File: src/rtl/queen_search_ctrl.sv
// Backtracking sequencer for an N-queens solver: steers external row/column
// counters and a column stack, and walks placements in lexicographic order.
module queen_search_ctrl #(
    parameter int N = 8,
    parameter int W = 3
) (
    input  logic         clk,
    input  logic         reset,
    input  logic         start,
    input  logic         next,
    input  logic         conflict,
    input  logic [W-1:0] row_value,
    input  logic         row_zero,
    input  logic [W-1:0] col_value,
    input  logic [W-1:0] stack_col,
    output logic         row_reset,
    output logic         row_up,
    output logic         row_down,
    output logic         col_reset,
    output logic         col_load,
    output logic         col_up,
    output logic [W-1:0] col_data,
    output logic         stack_we,
    output logic         busy,
    output logic         done,
    output logic         found,
    output logic         no_solution
);

    typedef enum logic [2:0] {
        IDLE, INIT, CHECK, PLACE, BACKTRACK, POP, SOLVED, FAIL
    } state_t;

    localparam logic [W-1:0] LAST = W'(N - 1);

    state_t state, nxt;

    // Strobes are gated by reset so an abandoned search never touches the counters.
    always_comb begin
        nxt       = state;
        row_reset = 1'b0;
        row_up    = 1'b0;
        row_down  = 1'b0;
        col_reset = 1'b0;
        col_load  = 1'b0;
        col_up    = 1'b0;
        col_data  = '0;
        stack_we  = 1'b0;
        if (!reset) begin
            case (state)
                IDLE: if (start) nxt = INIT;
                INIT: begin
                    row_reset = 1'b1;
                    col_reset = 1'b1;
                    nxt       = CHECK;
                end
                CHECK: begin
                    if (!conflict)
                        nxt = PLACE;
                    else if (col_value != LAST)
                        col_up = 1'b1;
                    else
                        nxt = BACKTRACK;
                end
                PLACE: begin
                    stack_we = 1'b1;
                    if (row_value == LAST) begin
                        nxt = SOLVED;
                    end else begin
                        row_up    = 1'b1;
                        col_reset = 1'b1;
                        nxt       = CHECK;
                    end
                end
                BACKTRACK: begin
                    if (row_zero) begin
                        nxt = FAIL;
                    end else begin
                        row_down = 1'b1;
                        nxt      = POP;
                    end
                end
                POP: begin
                    // stack_col already reflects the decremented row
                    col_data = stack_col + W'(1);
                    if (stack_col == LAST) begin
                        nxt = BACKTRACK;
                    end else begin
                        col_load = 1'b1;
                        nxt      = CHECK;
                    end
                end
                SOLVED: begin
                    if (start) begin
                        nxt = INIT;
                    end else if (next) begin
                        if (col_value != LAST) begin
                            col_up = 1'b1;
                            nxt    = CHECK;
                        end else begin
                            nxt = BACKTRACK;
                        end
                    end
                end
                FAIL: if (start) nxt = INIT;
                default: nxt = IDLE;
            endcase
        end
    end

    always_ff @(posedge clk) begin
        if (reset) begin
            state       <= IDLE;
            busy        <= 1'b0;
            done        <= 1'b0;
            found       <= 1'b0;
            no_solution <= 1'b0;
        end else begin
            state       <= nxt;
            busy        <= (nxt == INIT) || (nxt == CHECK) || (nxt == PLACE) ||
                           (nxt == BACKTRACK) || (nxt == POP);
            done        <= ((nxt == SOLVED) && (state != SOLVED)) ||
                           ((nxt == FAIL) && (state != FAIL));
            found       <= (nxt == SOLVED);
            no_solution <= (nxt == FAIL);
        end
    end

endmodule

File: config.mk
export PLATFORM = sky130hd
export DESIGN_NAME = queen_search_ctrl
export DESIGN_NICKNAME = d
export VERILOG_FILES = /design/src/rtl/queen_search_ctrl.sv
export SDC_FILE = /design/constraint.sdc
export NUM_CORES = 1
export LEC_CHECK = 0
export ABC_AREA = 1
export CORE_MARGIN = 8
export CORE_UTILIZATION = 43
export DETAILED_ROUTE_END_ITERATION = 6
export PLACE_DENSITY = 0.81
export SLEW_MARGIN = 10
export SYNTH_ARGS = -nofsm -noshare
export SYNTH_HDL_FRONTEND = slang
export SYNTH_SLANG_ARGS = --single-unit
File: constraint.sdc
create_clock -name clk -period 4.7 [get_ports clk]
set_clock_uncertainty 0.2 [all_clocks]
set_input_delay 0.94 -clock clk [delete_from_list [all_inputs] [get_ports clk]]
set_output_delay 0.94 -clock clk [all_outputs]
set_load 0.01 [all_outputs]
==> results.md <==
* Slew Viols, Final at 0
* Status: finished clean
* Nets@finish at 152
* Final std cells w/o fill at 150
* Share of post-route cells with drive strength above 1 at 0.1418
* Total negative slack at 0 ps
* Die area at 2989 um2
* Slew headroom at 0.6814
* Pre-CTS setup slack at 856.9 ps
* CTS tree: done
* Crit end category: primary output
* RSZ-0062 raised after global routing: false
* DRC Markers at 0
* Initial antenna violation count at 0
* Cell Area, Synth at 643.1 um2
* CP Max Fanout at 13
* Drt first pass iters at 4
* R2r setup slk at 2940 ps
* WL final at 1793 um
* Period Utilization, post-route at 0.8158
* Leak Pwr at 0.0004355 uW
* Io pins at 29
* Clk buf depth at 2
* Root buf cell: clkbuf_4
* Crit path top cell by count: clkdlybuf4s50_1
* # hold bufs at CTS at 0
* Setup bufs post-CTS at 0
* CP Buf/Inv Count at 3
* Synth top cells by count: 24 x nand2_1, 23 x nor2_1, 11 x inv_1
* FP Rows at 14
* Starting Density at 0.4423
* Final Hold Fails at 0
* Placed cell count at 146
* Port Buf Inserts at 28
* First-pass GRT wire length at 3070 um
* Vias per inst at 5.173
* Tot GR Track Use at 0.1343
* Fin crit period at 3834 ps
* Cell with the largest stage delay on the worst path: clkdlybuf4s50_1
* Syn Inst Count at 105
* MaxCap Viol Count at 0
* DP HPWL at 1484 um
* Critical R2R Launch: state[2]
* Synth Flop Type: dfxtp_1
* # setup viols final at 0
* Core Footprint at 1454 um2
* Reg2reg end: done
* Cells along the critical path: clkdlybuf4s50_1 -> inv_1 -> nand2_1 -> nor2_1 -> clkdlybuf4s50_1
* Synth unique cells at 24
* Synth Net Count at 122
* Wire length per cell at 11.95 um
* Synth top area cells: dfxtp_1 22%, nand2_1 14%, nor2_1 13%
* Hold Crit Class: reg2reg
* Total power at 240.1 uW
* R2R cell count at 11
* Die Span X at 54.68 um
* Post-synth EDFFs at 0
* Diodes inserted at 0
* Iteration-0 DRC Markers at 14
* Seq/Total Area, Yosys at 0.2179
* Placer Congestion at 0.8629
* Delay-heaviest family, CP: buffers and inverters
* Area Overhead vs Synth at 45.14%
* Vias post-DR at 776
* Most numerous cell in the Yosys netlist: nand2_1
* # resized after CTS at 0
* Critical path class: in2out
* Post-synth ARST share at 0
* Stages on the worst setup path at 5
* Crit path launch: reset
* Worst skew pair latency at 250 ps
* FMAX at 260.8 MHz
* Top cell type's share of synthesized area at 0.2179
* Worst Setup EP: col_data[2]
* Maximum vdd ir drop at 0.1579 mV
* Worst-Margin Slew at 477.2 ps
* Num CTS Buffers at 3
* Largest net degree at the start of global routing at 14
* Post-DRT Antenna Nets at 0
* Critical path arrival at 2690 ps
* Die Height at 54.68 um
* #FFs+latches synth at 7
* Pwr dens at 257.2 nW/um2
* Type of origin of the critical path: primary input
* Syn Area/Cell at 6.125 um2
* Vias in the first global route at 734
* Max incr delay on CP at 630 ps
* Clock transition at path regs at 50 ps
* Overflow after GRT at 0
* Worst endpoint required time at 3560 ps
* Clock sink count at 7
* Final worst slack at 865.8 ps
* Yosys top cell by area: dfxtp_1
* Htree depth at 1
* Yosys warns at 0
## power by group
group / internal [uW] / switching [uW] / leakage [uW]
clock: 32.4 / 23.0 / 0.0000150
combinational: 47.8 / 56.6 / 0.000363
sequential: 67.1 / 13.2 / 0.0000575
## kinds of logic after synthesis
| kind of cell | Yosys count | share of synthesized area |
|---|---|---|
| AOI/OAI and AO/OA | 5 | 0.06226 |
| adders and majority gates | 2 | 0.03890 |
| buffers and inverters | 16 | 0.1323 |
| DFF | 7 | 0.2179 |
| and+or+nand+nor | 75 | 0.5487 |
## worst register-to-register path: stages (launching register included)
cell     delay (ps)
dfxtp_1         550
inv_2           150
nand3_1         110
nor2_1           50
nor2_1          110
nand2_2          90
nand2_1          80
nand2_1          90
o21ai_1          90
nand2_1          60
inv_1            50
nor2_1           30
## metrics by stage
stage	hold slack (ps)	utilization	area, um2
3_5_place_dp	485.9	0.6239	907.1
4_1_cts	499.6	0.6420	933.4
3_3_place_gp	476.7	0.6239	907.1
2_1_floorplan	386.1	-	643.1
6_report	512.8	0.6420	933.4
5_1_grt	599.1	0.6420	933.4
## routing by layer
metal,track usage,up-vias,part of all wire
li1,-,390,-
met1,0.1429,348,0.38
met2,0.2340,33,0.51
met3,0.05163,5,0.096
met4,0.04918,0,0.017
met5,0,-,0
## flip-flops by register name, summed over array words and instances (netlist names)
name / count
state: 3
busy: 1
done: 1
found: 1
no_solution: 1
## worst min path at each step
stage | slack (ps) | cells after the start | startpoint | end
after global placement | 480 | 3 | state[0] | found
after CTS | 500 | 3 | state[0] | found
after global routing | 600 | 3 | state[0] | found
final | 510 | 3 | state[0] | found
after floorplan | 390 | 3 | state[0] | found
after detailed placement | 490 | 3 | state[0] | found
## final cells by class
cell class | instances | area [um2]
sequential | 7 | 140.1
multi-input combinational | 82 | 417.9
tap | 16 | 20.02
clock buffer | 4 | 26.28
timing repair buffer | 28 | 280.3
inverter | 13 | 48.80
fill | 134 | 520.5
## cells in the final DEF, fill, tap and decap left out
cell / synthesis / final
clkbuf_4: 0 / 3
a22oi_1: 1 / 1
nor3_1: 1 / 1
nor2_1: 23 / 23
a31oi_1: 1 / 1
nand4_1: 1 / 1
nand3b_1: 1 / 1
nand3_1: 10 / 10
nor4_1: 1 / 1
o21ai_1: 1 / 1
inv_1: 11 / 11
clkbuf_1: 0 / 1
ha_1: 2 / 2
a21oi_4: 1 / 1
nor3_2: 2 / 2
nand2_4: 1 / 1
nand2_1: 24 / 24
nor2_2: 1 / 1
or2_2: 2 / 2
a21oi_1: 1 / 1
dfxtp_1: 7 / 7
inv_2: 2 / 2
clkdlybuf4s50_1: 0 / 28
nor3b_1: 1 / 1
nand2_2: 7 / 7
Power figures use the tool's default switching activity.
